**src/rtl/alu_operand_stage.sv**
```systemverilog
// alu_operand_stage: execute-entry pipeline register ahead of the ALU.
// Captures decoded operands and control from decode, resolves RAW hazards
// from the EX/WB stages, selects rs1/PC and rs2/imm, and presents the
// result on flops with a valid/ready handshake, stall hold and flush.
//
// Build option: define FWD_EN to enable EX/WB forwarding and the hold-time
// WB refresh. Without FWD_EN, operands come straight from the register-file
// read data (x0 still reads as zero). The port list is the same either way.

// Per-source operand resolver: one instance per ALU register source.
module alu_operand_fwd #(
  parameter int XLEN   = 32,
  parameter int REG_AW = 5
) (
  input  logic [REG_AW-1:0] idx,          // incoming source index
  input  logic [XLEN-1:0]   rf_data,      // register-file read data
  input  logic [REG_AW-1:0] held_idx,     // index of the held instruction's source
  input  logic              ex_reg_write,
  input  logic [REG_AW-1:0] ex_rd,
  input  logic [XLEN-1:0]   ex_result,
  input  logic              wb_reg_write,
  input  logic [REG_AW-1:0] wb_rd,
  input  logic [XLEN-1:0]   wb_result,
  output logic [XLEN-1:0]   fwd_val,      // resolved value for the incoming source
  output logic              refresh_hit   // WB is writing the held source this cycle
);

`ifdef FWD_EN
  // x0 is hard-wired zero; EX is younger than WB so it wins when both match.
  always_comb begin
    fwd_val = rf_data;
    if (idx == '0)
      fwd_val = '0;
    else if (ex_reg_write && (ex_rd == idx))
      fwd_val = ex_result;
    else if (wb_reg_write && (wb_rd == idx))
      fwd_val = wb_result;
  end

  // A stalled operand can go stale if its producer retires from WB meanwhile.
  assign refresh_hit = wb_reg_write && (held_idx != '0) && (wb_rd == held_idx);
`else
  // No bypass network: only the x0 rule remains.
  assign fwd_val     = (idx == '0) ? '0 : rf_data;
  assign refresh_hit = 1'b0;

  logic unused_fwd;
  assign unused_fwd = ^{held_idx, ex_reg_write, ex_rd, ex_result,
                        wb_reg_write, wb_rd, wb_result};
`endif

endmodule

module alu_operand_stage #(
  parameter int XLEN   = 32,
  parameter int REG_AW = 5
) (
  input  logic              clk,
  input  logic              reset,
  // decode side
  input  logic              in_valid,
  output logic              in_ready,
  input  logic [XLEN-1:0]   in_pc,
  input  logic [REG_AW-1:0] in_rs1,
  input  logic [REG_AW-1:0] in_rs2,
  input  logic [XLEN-1:0]   in_rs1_data,
  input  logic [XLEN-1:0]   in_rs2_data,
  input  logic [XLEN-1:0]   in_imm,
  input  logic              in_src1_pc,
  input  logic              in_src2_imm,
  input  logic [3:0]        in_ALU_Ctrl,
  input  logic              in_add_sub,
  input  logic [REG_AW-1:0] in_rd,
  input  logic              in_reg_write,
  // bypass sources
  input  logic              ex_reg_write,
  input  logic [REG_AW-1:0] ex_rd,
  input  logic [XLEN-1:0]   ex_result,
  input  logic              wb_reg_write,
  input  logic [REG_AW-1:0] wb_rd,
  input  logic [XLEN-1:0]   wb_result,
  // redirect
  input  logic              flush,
  // ALU side
  output logic              out_valid,
  input  logic              out_ready,
  output logic [XLEN-1:0]   alu_src1,
  output logic [XLEN-1:0]   alu_src2,
  output logic [3:0]        ALU_Ctrl,
  output logic              add_sub_sel,
  output logic [XLEN-1:0]   out_rs2_data,
  output logic [REG_AW-1:0] out_rd,
  output logic              out_reg_write
);

  localparam int NUM_SRC = 2;   // source 0 = rs1, source 1 = rs2

  localparam logic [0:0] ST_EMPTY = 1'b0;
  localparam logic [0:0] ST_FULL  = 1'b1;

  // Source bookkeeping kept alongside the held instruction so a stalled
  // operand can be refreshed from WB.
  typedef struct packed {
    logic [REG_AW-1:0] rs1;
    logic [REG_AW-1:0] rs2;
    logic              src1_pc;
    logic              src2_imm;
  } hold_t;

  logic [0:0] state;
  hold_t      hold_q;

  logic [NUM_SRC-1:0][REG_AW-1:0] src_idx;
  logic [NUM_SRC-1:0][REG_AW-1:0] held_idx;
  logic [NUM_SRC-1:0][XLEN-1:0]   src_data;
  logic [NUM_SRC-1:0][XLEN-1:0]   fwd_val;
  logic [NUM_SRC-1:0]             refresh_hit;

  logic full;
  logic accept;
  logic stall;

  assign full      = (state == ST_FULL);
  assign out_valid = full;
  assign in_ready  = !full || out_ready;
  assign accept    = in_valid && in_ready && !flush;
  assign stall     = full && !out_ready;

  assign src_idx  = {in_rs2, in_rs1};
  assign src_data = {in_rs2_data, in_rs1_data};
  assign held_idx = {hold_q.rs2, hold_q.rs1};

  genvar g;
  generate
    for (g = 0; g < NUM_SRC; g++) begin : g_src
      alu_operand_fwd #(
        .XLEN   (XLEN),
        .REG_AW (REG_AW)
      ) u_fwd (
        .idx          (src_idx[g]),
        .rf_data      (src_data[g]),
        .held_idx     (held_idx[g]),
        .ex_reg_write (ex_reg_write),
        .ex_rd        (ex_rd),
        .ex_result    (ex_result),
        .wb_reg_write (wb_reg_write),
        .wb_rd        (wb_rd),
        .wb_result    (wb_result),
        .fwd_val      (fwd_val[g]),
        .refresh_hit  (refresh_hit[g])
      );
    end
  endgenerate

  // EMPTY/FULL occupancy: flush kills everything, accept fills, consume drains.
  always_ff @(posedge clk) begin
    if (reset)
      state <= ST_EMPTY;
    else if (flush)
      state <= ST_EMPTY;
    else if (accept)
      state <= ST_FULL;
    else if (full && out_ready)
      state <= ST_EMPTY;
  end

  // out_reg_write is its own flop, cleared whenever the stage empties, so it
  // can never assert without out_valid.
  always_ff @(posedge clk) begin
    if (reset)
      out_reg_write <= 1'b0;
    else if (flush)
      out_reg_write <= 1'b0;
    else if (accept)
      out_reg_write <= in_reg_write;
    else if (full && out_ready)
      out_reg_write <= 1'b0;
  end

  // Operand/control capture on accept; WB refresh of register-sourced
  // operands while stalled so the held values never go stale.
  always_ff @(posedge clk) begin
    if (reset) begin
      hold_q       <= '0;
      alu_src1     <= '0;
      alu_src2     <= '0;
      ALU_Ctrl     <= '0;
      add_sub_sel  <= 1'b0;
      out_rs2_data <= '0;
      out_rd       <= '0;
    end else if (accept) begin
      hold_q.rs1      <= in_rs1;
      hold_q.rs2      <= in_rs2;
      hold_q.src1_pc  <= in_src1_pc;
      hold_q.src2_imm <= in_src2_imm;
      alu_src1        <= in_src1_pc  ? in_pc  : fwd_val[0];
      alu_src2        <= in_src2_imm ? in_imm : fwd_val[1];
      ALU_Ctrl        <= in_ALU_Ctrl;
      add_sub_sel     <= in_add_sub;
      out_rs2_data    <= fwd_val[1];
      out_rd          <= in_rd;
    end else if (stall) begin
      if (refresh_hit[0] && !hold_q.src1_pc)
        alu_src1 <= wb_result;
      if (refresh_hit[1] && !hold_q.src2_imm)
        alu_src2 <= wb_result;
      // Store data is always the rs2 register value, whatever src2 selects.
      if (refresh_hit[1])
        out_rs2_data <= wb_result;
    end
  end

endmodule

```
**config.mk**
```make
export PLATFORM = sky130hd
export DESIGN_NAME = alu_operand_stage
export DESIGN_NICKNAME = d
export VERILOG_FILES = /design/src/rtl/alu_operand_stage.sv
export SDC_FILE = /design/constraint.sdc
export NUM_CORES = 1
export LEC_CHECK = 0
export CAP_MARGIN = 20
export CORE_ASPECT_RATIO = 0.75
export CORE_MARGIN = 2
export CORE_UTILIZATION = 34
export CTS_CLUSTER_DIAMETER = 100
export DETAILED_ROUTE_END_ITERATION = 6
export HOLD_SLACK_MARGIN = 0.15
export PLACE_DENSITY_LB_ADDON = 0.3
export SYNTH_ARGS = -nofsm -noshare
export SYNTH_HDL_FRONTEND = slang
export SYNTH_SLANG_ARGS = --single-unit
export TNS_END_PERCENT = 5
```
**constraint.sdc**
```tcl
create_clock -name clk -period 1.4 [get_ports clk]
set_clock_uncertainty 0.15 [all_clocks]
set_input_delay 0.28 -clock clk [delete_from_list [all_inputs] [get_ports clk]]
set_output_delay 0.28 -clock clk [all_outputs]
set_load 0.01 [all_outputs]
```
== Word-level counts from Yosys, hierarchy flattened ==
Index checks and enable logic that the tools add are counted.
Widths: inputs -> output; s select.

* Multiplexer cells: 7
* Reduce and logical (&&, ||, !) cells: 10

{| class="wikitable"
|+ Operators by type and width
! kind !! number
|-
| $mux 32 || 4
|-
| $logic_not 5->1 || 2
|-
| $logic_and 1x1->1 || 3
|-
| $mux 1 || 3
|-
| $logic_not 1->1 || 2
|-
| $reduce_bool 2->1 || 1
|-
| $reduce_or 2->1 || 1
|-
| $logic_or 1x1->1 || 1
|}

* Flip-flop bits (word level): 108
* Input port bits: 232
* Output and inout bits: 109
* Logic and storage cells: 25

== Depth between registers and ports, before layout ==
Gate-level depths: netlist (run 1).

* Word-level depth: 5
* Mapped depth: 7
* Gate-level depth less buffers: 4

== Hierarchy ==
Synthesis (run 1) repeated with hierarchy kept, for this count alone.

* Cells, all modules: 804
* Area, all modules: 7076.8 µm²

{| class="wikitable"
|+ By module, submodules not included
! module !! instances !! cells each !! area each (µm²) !! sequential area each (µm²)
|-
| alu_operand_stage || 1 || 720 || 6411.1 || 2402.3
|-
| alu_operand_fwd || 2 || 42 || 332.8 || 0.0
|}

== Worst setup path before layout (run 1) ==
Ideal clock, no wire load.

* Path type: input to register
* Start: input port in_rs1[0]
* End: register alu_src1[18]
* Library setup time: 139 ps
* Arrival time: 1184 ps
* Required time: 1111 ps
* Path slack: -73 ps
* Cell stages on the path: 4
* Buffers on the path: 1
* Cells stage by stage: or4_4 buf_6 o21ai_1 a311oi_1

* Word-level cells in the longest chain between the ends: 3

{| class="wikitable"
|+ RTL lines
! element !! RTL line !! RTL
|-
| start, declared || 64 || <nowiki>input logic [REG_AW-1:0] in_rs1,</nowiki>
|-
| $logic_not 5->1 || 44 || <nowiki>assign fwd_val = (idx == '0) ? '0 : rf_data;</nowiki>
|-
| $mux 32 || 44 ||
|-
| $mux 32 || 196 || <nowiki>alu_src1 <= in_src1_pc ? in_pc : fwd_val[0];</nowiki>
|-
| end signal, assigned || 196 ||
|-
| end signal, assigned || 204 || <nowiki>alu_src1 <= wb_result;</nowiki>
|-
| end, declared || 87 || <nowiki>output logic [XLEN-1:0] alu_src1,</nowiki>
|}

Every way passes these cells.
A chain may end at the register's enable or synchronous reset.

== Final worst setup path (run 1) ==
* Start: register state (netlist: out_valid)
* End: register out_rs2_data[31]

* Word-level cells in the longest chain between the ends: 4

{| class="wikitable"
|+ RTL lines
! element !! RTL line !! RTL
|-
| start, declared || 110 || <nowiki>logic [0:0] state;</nowiki>
|-
| start signal, assigned || 158 || <nowiki>state <= ST_EMPTY;</nowiki>
|-
| start signal, assigned || 160 || <nowiki>state <= ST_EMPTY;</nowiki>
|-
| start signal, assigned || 162 || <nowiki>state <= ST_FULL;</nowiki>
|-
| $logic_not 1->1 || 125 || <nowiki>assign in_ready = !full || out_ready;</nowiki>
|-
| $logic_or 1x1->1 || 125 ||
|-
| $logic_and 1x1->1 (2 in a row) || 126 || <nowiki>assign accept = in_valid && in_ready && !flush;</nowiki>
|-
| end signal, assigned || 200 || <nowiki>out_rs2_data <= fwd_val[1];</nowiki>
|-
| end signal, assigned || 209 || <nowiki>out_rs2_data <= wb_result;</nowiki>
|-
| end, declared || 91 || <nowiki>output logic [XLEN-1:0] out_rs2_data,</nowiki>
|}

Every way passes these cells.

==> results of run 1 <==
## power groups by stage
stage | registers (mW) | logic [mW] | clock network [mW]
2_1_floorplan | 3.51 | 0.712 | 0
3_3_place_gp | 3.43 | 1.92 | 0
3_5_place_dp | 3.43 | 1.93 | 0
4_1_cts | 3.36 | 1.86 | 2.80
5_1_grt | 3.39 | 2.07 | 2.91
6_report | 3.36 | 1.93 | 2.71
## cell usage in the layout (no fill, tap or decap), types with 32 or more instances in the layout
master and count:
o21ai_1 54, dfxtp_1 94, clkbuf_2 57, a311oi_1 57
a21oi_1 74, nand2_1 64, o21ai_0 38, nor2b_1 96
inv_1 32, clkdlybuf4s50_1 142
## sequential cells by signal, indices dropped and copies added, names as in the netlist
name,flops
alu_src2,32
alu_src1,32
add_sub_sel,1
out_reg_write,1
out_rs2_data,32
ALU_Ctrl,4
out_rd,5
out_valid,1
## worst max path at each step
stage,from,end,slack (ns),cells after the start
global placement,in_rs2[2],alu_src2[15],-0.60,5
detailed placement,in_rs2[2],alu_src2[20],-0.61,5
CTS,out_valid,in_ready,-0.24,3
floorplan,in_rs1[0],alu_src1[18],-0.07,4
finish,out_valid,out_rs2_data[31],-0.11,6
global route,out_valid,out_rs2_data[31],-0.17,6
## worst max-delay path: stages (launching register included)
cell and delay (ns):
dfxtp_2 0.33, nor2b_4 0.13, inv_2 0.07, buf_12 0.16, nand2_8 0.10, clkbuf_16 0.19, o41ai_2 0.28
## area by class of cell
cell class                      instances  area [µm²]
Sequential cell                       108        2180
Fill cell                            1496        6830
Timing Repair Buffer                  323        3210
Clock inverter                          7        83.8
Clock buffer                            9         225
Multi-Input combinational cell        461        3200
Tap cell                              210         263
Inverter                               33         124
## what timing repair did
| action | CTS | global route |
|---|---|---|
| pin swaps | 9 | 35 |
| setup buffers | 0 | 1 |
| resized for setup | 275 | 140 |
| hold buffers | 2 | 0 |
| gates cloned | 0 | 9 |
| endpoints found under the hold margin | 3 | 0 |
| setup endpoints to repair | 214 | 193 |
## layer usage
metal / up-vias / routed length (µm)
met5: - / 0
met4: 0 / 282
met3: 22 / 1830
met2: 252 / 9490
met1: 2860 / 9730
li1: 2976 / -
## stage by stage
step | setup slack, ns | hold slack [ns]
global placement | -0.595 | 0.312
global route | -0.175 | 0.202
finish | -0.107 | 0.206
CTS | -0.236 | 0.193
floorplan | -0.0731 | 0.208
detailed placement | -0.609 | 0.321
## logic make-up after synthesis
logic type,synth area share [%]
simple gates,17.2
buf+inv,9.45
flops,38.3
compound gates,35.1
==> flow_metrics.env, run 1 <==
export IMPL_status="finished, violations left"
export IMPL_failed_checks="negative setup slack"
export IMPL_grt_max_degree=43
export IMPL_routabilityCongestion=0.788
export IMPL_setup_tns_ns=-2.66
export IMPL_rrSetupSlack_ns=-0.11
export IMPL_cp_arrival_ns=1.61
export IMPL_antenna_found_initial=0
export IMPL_critPathRequiredTime_ns=1.51
export IMPL_io_pins=341
export IMPL_netSwitchingFraction_pct=28.6
export IMPL_synthTopCellsByCount="dfxtp_1, nor2b_1, a21oi_1"
export IMPL_cts_sinks=108
export IMPL_post_drt_wl_per_cell_um=18.5
export IMPL_postRouteAntennaNets=0
export IMPL_cts_clk_slew_worst_paths_ns=0.08
export IMPL_drive_gt1_share_pct=27.0
export IMPL_yosysMostFrequentCell="dfxtp_1"
export IMPL_htree_num_levels=3
export IMPL_power_mw=8.00
export IMPL_nNetsFinal=1168
export IMPL_setup_viol=70
export IMPL_ys_flop_type="dfxtp_1"
export IMPL_initial_utilization_pct=35.0
export IMPL_min_path_type="in2reg"
export IMPL_r2r_start="out_valid"
export IMPL_cts_tree="done"
export IMPL_final_cells=1151
export IMPL_endpoint_kind="flop"
export IMPL_worstMarginPinSlew_ns=0.352
export IMPL_critPathKind="reg2reg"
export IMPL_critPathLaunchType="flop"
export IMPL_reg2reg_depth=6
export IMPL_hold_violations=0
export IMPL_async_reset_ff_share_pct=0
export IMPL_dieArea_mm2=0.0177
export IMPL_p_switching_mw=2.29
export IMPL_synthesis_area_mm2=0.00564
export IMPL_post_place_cells=1123
export IMPL_synth_area_top_cells="dfxtp_1, nor2b_1, a311oi_1, o41ai_2, a21oi_1"
export IMPL_synth_distinct_cells=25
export IMPL_synth_area_leader_cell="dfxtp_1"
export IMPL_synth_edff_count=0
export IMPL_cellPowerDensity_mw_per_mm2=862
export IMPL_die_y_um=116
export IMPL_dr_pass1_iters=4
export IMPL_vias=6110
export IMPL_reg2reg_to="out_rs2_data[31]"
export IMPL_p_leak_nw=3.76
export IMPL_p_comb_share_pct=24.1
export IMPL_dp_hpwl_mm=13.9
export IMPL_drt_total_wl_mm=21.3
export IMPL_grtUsageMet1_pct=29.0
export IMPL_final_util_pct=57.6
export IMPL_synth_top_area_share_pct=38.3
export IMPL_final_area_mm2=0.00928
export IMPL_finalCritPeriodShare_pct=108
export IMPL_synth_seq_cells=108
export IMPL_die_x_um=153
export IMPL_overflow=0
export IMPL_synth_cells=680
export IMPL_hold_depth=2
export IMPL_core_mm2=0.0161
export IMPL_fin_ws_ns=-0.107
export IMPL_rows=40
export IMPL_maxSlewHeadroom_pct=76.3
export IMPL_use_met3_pct=8.04
export IMPL_synth_avg_cell_area_um2=8.30
export IMPL_clock_path_buffers=2
export IMPL_syn_to_final_growth_pct=64.5
export IMPL_antenna_cells=0
export IMPL_grt_pass1_wl_mm=30.6
export IMPL_grt_pass1_vias=5623
export IMPL_numCtsBuffers=9
export IMPL_critPathMaxFanout=8
export IMPL_hold_end="out_rs2_data[11]"
export IMPL_p_clk_share_pct=33.9
export IMPL_grt_busiest_layer="met2"
export IMPL_maxCapViolations=0
export IMPL_power_frac_seq_pct=42.0
export IMPL_clk_latency_ns=0.35
export IMPL_drt_iter0_drc=367
export IMPL_clock_root_buffer="clkbuf_16"
export IMPL_min_period_ns=1.51
export IMPL_rsz0062_at_grt="true"
export IMPL_seq_area_frac_synth_pct=38.3
export IMPL_slew_violations=0
export IMPL_drc=0
export IMPL_grt_usage_pct=21.6
export IMPL_post_dp_cell_area_mm2=0.00879
export IMPL_internal_power_mw=5.71
export IMPL_ir_worst_vdd_v=0.000468
export IMPL_yosys_warnings=0
export IMPL_viasPerCell=5.31
export IMPL_io_buffers=264
export IMPL_use_met2_pct=33.1
export IMPL_hp_start="reset"
export IMPL_fmax_ghz=0.663
export IMPL_syn_num_nets=912
Note: power is estimated with default switching activity, not from simulation.
==> run 2, diff against run 1 <==
--- a/config.mk
+++ b/config.mk
@@ -6,7 +6,7 @@
 export NUM_CORES = 1
 export LEC_CHECK = 0
 export CAP_MARGIN = 20
-export CORE_ASPECT_RATIO = 0.75
+export CORE_ASPECT_RATIO = 1.2
 export CORE_MARGIN = 2
 export CORE_UTILIZATION = 34
 export CTS_CLUSTER_DIAMETER = 100
==> run 2 against run 1 <==
The run still ends with negative setup slack left. Via count rose by 1.2%. Utilization rose by 2.4 points. Sequential share of layout area fell by 1.3 points. Critical path type is now reg2out. Largest power group unchanged. Highest routed layer unchanged.
==> flow_metrics.env, run 2 (same netlist as run 1, synthesis figures left out) <==
export IMPL_die_y_um=145
export IMPL_cp_startpoint="out_valid"
export IMPL_status="finished, violations left"
export IMPL_post_place_cells=1130
export IMPL_nNetsFinal=1186
export IMPL_final_util_pct=60.0
export IMPL_hp_start="reset"
export IMPL_grt_pass1_wl_mm=31.4
export IMPL_post_drt_wl_per_cell_um=19.2
export IMPL_critPathMaxFanout=3
export IMPL_cellPowerDensity_mw_per_mm2=848
export IMPL_core_mm2=0.0163
export IMPL_critPathLaunchType="flop"
export IMPL_p_leak_nw=3.98
export IMPL_maxCapViolations=0
export IMPL_drive_gt1_share_pct=27.3
export IMPL_grt_max_degree=47
export IMPL_wl_met3_mm=1.26
export IMPL_reg_top3="alu_src1 (32), alu_src2 (32), out_rs2_data (32)"
export IMPL_p_comb_share_pct=24.8
export IMPL_min_period_ns=1.49
export IMPL_grt_pass1_vias=5673
export IMPL_holdWs_ns=0.240
export IMPL_mostFrequentLayoutCells="clkdlybuf4s50_1, dfxtp_1, nor2b_1"
export IMPL_grt_usage_pct=22.2
export IMPL_clock_path_buffers=2
export IMPL_viasPerCell=5.28
export IMPL_fin_ws_ns=-0.0891
export IMPL_finalCritPeriodShare_pct=106
export IMPL_cts_sinks=108
export IMPL_r2r_start="out_valid"
export IMPL_final_common_cell="clkdlybuf4s50_1"
export IMPL_failed_checks="negative setup slack"
export IMPL_slew_violations=0
export IMPL_internal_power_mw=5.98
export IMPL_io_buffers=264
export IMPL_dp_hpwl_mm=14.3
export IMPL_clk_latency_ns=0.35
export IMPL_drt_iter0_drc=322
export IMPL_maxSlewHeadroom_pct=79.8
export IMPL_io_pins=341
export IMPL_cts_tree="done"
export IMPL_vias=6183
export IMPL_syn_to_final_growth_pct=73.0
export IMPL_top_layer="met4"
export IMPL_netSwitchingFraction_pct=27.7
export IMPL_clock_root_buffer="clkbuf_16"
export IMPL_power_mw=8.28
export IMPL_die_x_um=122
export IMPL_fmax_ghz=0.672
export IMPL_cp_arrival_ns=1.06
export IMPL_rsz0062_at_grt="true"
export IMPL_setup_viol=14
export IMPL_dr_pass1_iters=4
export IMPL_postRouteAntennaNets=0
export IMPL_overflow=0
export IMPL_drc=0
export IMPL_htree_num_levels=3
export IMPL_cts_clk_slew_worst_paths_ns=0.07
export IMPL_p_clk_share_pct=34.7
export IMPL_numCtsBuffers=9
export IMPL_critPathKind="reg2out"
export IMPL_p_switching_mw=2.30
export IMPL_endpoint_kind="output pin"
export IMPL_met1_length_mm=10.1
export IMPL_min_path_type="in2reg"
export IMPL_rows=51
export IMPL_worstMarginPinSlew_ns=0.299
export IMPL_drt_total_wl_mm=22.5
export IMPL_dieArea_mm2=0.0176
export IMPL_ir_worst_vdd_v=0.000686
export IMPL_hold_violations=0
export IMPL_antenna_found_initial=1
export IMPL_wl_met2_mm=10.5
export IMPL_critPathRequiredTime_ns=0.97
export IMPL_dp_slack_ns=-0.562
export IMPL_power_frac_seq_pct=40.6
export IMPL_routabilityCongestion=0.828
export IMPL_final_cells=1172
export IMPL_initial_utilization_pct=34.7
## run 2: through the flow
step           setup TNS [ns]  instance area (µm²)
6_report               -0.367                 9760
5_1_grt                 -3.21                 9760
4_1_cts                -11.22                 9190
3_5_place_dp           -54.50                 8820
3_3_place_gp           -53.30                 8820
2_1_floorplan           -5.13                 5640
## run 2: power groups by stage
stage	logic, mW	registers (mW)	clock network (mW)
after floorplan	0.712	3.51	0
after global placement	1.92	3.42	0
after detailed placement	1.93	3.42	0
after CTS	1.86	3.36	2.91
after global routing	2.19	3.38	3.00
final	2.05	3.36	2.87
## run 2: repair_timing
action                     CTS  global route
cloned                       0            18
pin swaps                    6            64
hold buffers                 0             0
resized for setup          239           165
setup endpoints to repair  206           177
buffers inserted             0             7
## run 2: path summary, 6_finish.rpt
kind	slack [ns]	end	cells after the start
min	0.24	alu_src2[5]	3
max	-0.09	in_ready	3
min reg2reg	0.33	ALU_Ctrl[3]	2
max reg2reg	-0.06	out_rs2_data[3]	6
## run 2: layout make-up
type | instances | area (µm²)
sequential | 108 | 2170
inverter | 33 | 126
multi-input combinational | 461 | 3290
clock buffer | 10 | 239
tap | 212 | 265
fill | 1443 | 6510
antenna | 1 | 2.50
timing repair buffer | 341 | 3590
clock inverter | 6 | 87.6
## run 2: critical path, cell delays in order (launching register included)
cell and delay, ns:
dfxtp_2 0.33, nor2b_4 0.18, inv_4 0.07, buf_6 0.12
## run 2: routing by layer
metal / track usage [%] / vias to the layer above
li1: - / 3004
met1: 30.6 / 2918
met2: 34.2 / 221
met3: 3.81 / 40
met4: 8.85 / 0
met5: 0 / -
==> run 3, diff against run 2 <==
--- a/config.mk
+++ b/config.mk
@@ -5,8 +5,9 @@
 export SDC_FILE = /design/constraint.sdc
 export NUM_CORES = 1
 export LEC_CHECK = 0
+export ABC_CLOCK_PERIOD_IN_PS = 1400
 export CAP_MARGIN = 20
-export CORE_ASPECT_RATIO = 1.2
+export CORE_ASPECT_RATIO = 2
 export CORE_MARGIN = 2
 export CORE_UTILIZATION = 34
 export CTS_CLUSTER_DIAMETER = 100
==> run 3 against run 2 <==
The run still ends with negative setup slack left. Routed wire length down 0.77%. Die area up 0.33%. Setup slack worse by 0.038 ns. Critical path depth unchanged. Combinational power down 5%. Sequential share of layout area up 0.95 points. Worst hold slack worse by 0.041 ns. Global-route usage up 0.17 points. Critical path type unchanged. Largest power group unchanged.
==> flow_metrics.env, run 3 (same netlist as run 1, synthesis figures left out) <==
export IMPL_clock_path_buffers=2
export IMPL_fmax_ghz=0.655
export IMPL_die_x_um=95.1
export IMPL_routabilityCongestion=0.779
export IMPL_drt_iter0_drc=199
export IMPL_slew_violations=0
export IMPL_grt_usage_pct=22.3
export IMPL_postRouteAntennaNets=0
export IMPL_grt_max_degree=42
export IMPL_mostFrequentLayoutCells="clkdlybuf4s50_1, dfxtp_1, nor2b_1"
export IMPL_io_pins=341
export IMPL_rows=66
export IMPL_failed_checks="negative setup slack"
export IMPL_core_mm2=0.0163
export IMPL_vias=6192
export IMPL_critPathRequiredTime_ns=0.97
export IMPL_clock_root_buffer="clkbuf_16"
export IMPL_die_y_um=186
export IMPL_endpoint_kind="output pin"
export IMPL_initial_utilization_pct=34.7
export IMPL_fin_ws_ns=-0.127
export IMPL_status="finished, violations left"
export IMPL_holdWs_ns=0.199
export IMPL_cts_clk_slew_worst_paths_ns=0.07
export IMPL_fillers=1504
export IMPL_syn_to_final_growth_pct=66.2
export IMPL_worstMarginPinSlew_ns=0.349
export IMPL_clk_latency_ns=0.35
export IMPL_critPathMaxFanout=5
export IMPL_cts_sinks=108
export IMPL_grt_pass1_wl_mm=30.8
export IMPL_finalCritPeriodShare_pct=109
export IMPL_rsz0062_at_grt="true"
export IMPL_drive_gt1_share_pct=23.5
export IMPL_htree_num_levels=3
export IMPL_cellPowerDensity_mw_per_mm2=846
export IMPL_dr_pass1_iters=4
export IMPL_setup_viol=75
export IMPL_final_common_cell="clkdlybuf4s50_1"
export IMPL_post_drt_wl_per_cell_um=19.3
export IMPL_grt_pass1_vias=5768
export IMPL_cp_arrival_ns=1.10
export IMPL_antenna_found_initial=2
export IMPL_rrSetupSlack_ns=-0.09
export IMPL_maxSlewHeadroom_pct=76.7
export IMPL_reg_top3="alu_src1 (32), alu_src2 (32), out_rs2_data (32)"
export IMPL_min_path_type="in2reg"
export IMPL_hold_violations=0
export IMPL_maxCapViolations=0
export IMPL_final_util_pct=57.6
export IMPL_p_leak_nw=3.83
export IMPL_overflow=0
export IMPL_io_buffers=264
export IMPL_drt_total_wl_mm=22.3
export IMPL_cts_tree="done"
export IMPL_drc=0
export IMPL_ir_worst_vdd_v=0.000507
export IMPL_dp_hpwl_mm=14.8
export IMPL_min_period_ns=1.53
export IMPL_nNetsFinal=1177
export IMPL_dieArea_mm2=0.0177
export IMPL_critPathLaunchType="flop"
export IMPL_viasPerCell=5.36
export IMPL_critPathKind="reg2out"
export IMPL_numCtsBuffers=9
==> run 3: changes by cell type in the layout (fill, tap and decap cells not counted), moves of 5 or more <==
cell / previous run / this run
a311oi_1: 51 / 59
a311oi_2: 13 / 5
buf_12: 28 / 21
clkdlybuf4s15_2: 16 / 11
o21ai_1: 42 / 53
o21ai_2: 25 / 13
==> run 3: stage by stage <==
stage | power [mW] | std cells | area, µm² | worst slack, ns | setup TNS (ns)
after detailed placement | 5.33 | 1112 | 8670 | -0.615 | -60.42
after global routing | 8.30 | 1155 | 9370 | -0.182 | -10.21
after CTS | 7.87 | 1131 | 9010 | -0.224 | -17.54
after global placement | 5.31 | 1112 | 8670 | -0.613 | -58.71
final | 7.93 | 1156 | 9380 | -0.127 | -2.69
after floorplan | 4.22 | 680 | 5640 | -0.0731 | -5.13
==> run 3: worst max-delay path, stage by stage, from the launching register on <==
cell	delay, ns
dfxtp_2	0.32
nor2b_4	0.19
inv_4	0.07
buf_2	0.15
==> run 3: routing by layer <==
layer	up-vias	global-route usage (%)	routed length (µm)
li1	2982	-	-
met1	2944	24.9	8230
met2	221	39.2	11700
met4	0	11.2	848
met5	-	0	0
met3	45	4.96	1510
==> run 3: worst paths after layout <==
kind / startpoint / cells past startpoint / end
worst max register to register: out_valid / 6 / out_rs2_data[25]
worst min register to register: ALU_Ctrl[0] / 2 / ALU_Ctrl[0]
worst min-delay path: reset / 4 / out_rs2_data[14]
worst max-delay path: out_valid / 3 / in_ready
==> run 3: where the power goes <==
part,switching (mW),leakage [nW],internal (mW)
registers,0.0965,0.890,3.26
clock network,1.17,0.149,1.46
logic,0.892,2.79,1.05
total,2.16,3.83,5.77
==> run 3: cell type report <==
cell class | count | area [µm²] | share of cell area, %
diodes | 2 | 5.00 | 0.0534
clock buffers | 16 | 302 | 3.22
inverters | 33 | 126 | 1.35
multi-input cells | 461 | 3130 | 33.4
flip-flops and latches | 108 | 2170 | 23.1
well taps | 204 | 255 | 2.72
repair buffers | 332 | 3380 | 36.1
==> run 3: timing repair <==
| item | 4_1_cts | 5_1_grt |
|---|---|---|
| buffers inserted | 0 | 8 |
| endpoints found under the setup margin | 217 | 196 |
| pin swaps | 2 | 9 |
| hold buffers | 3 | 1 |
| hold endpoints to repair | 4 | 2 |
| resized for setup | 218 | 151 |
| gates cloned | 0 | 14 |
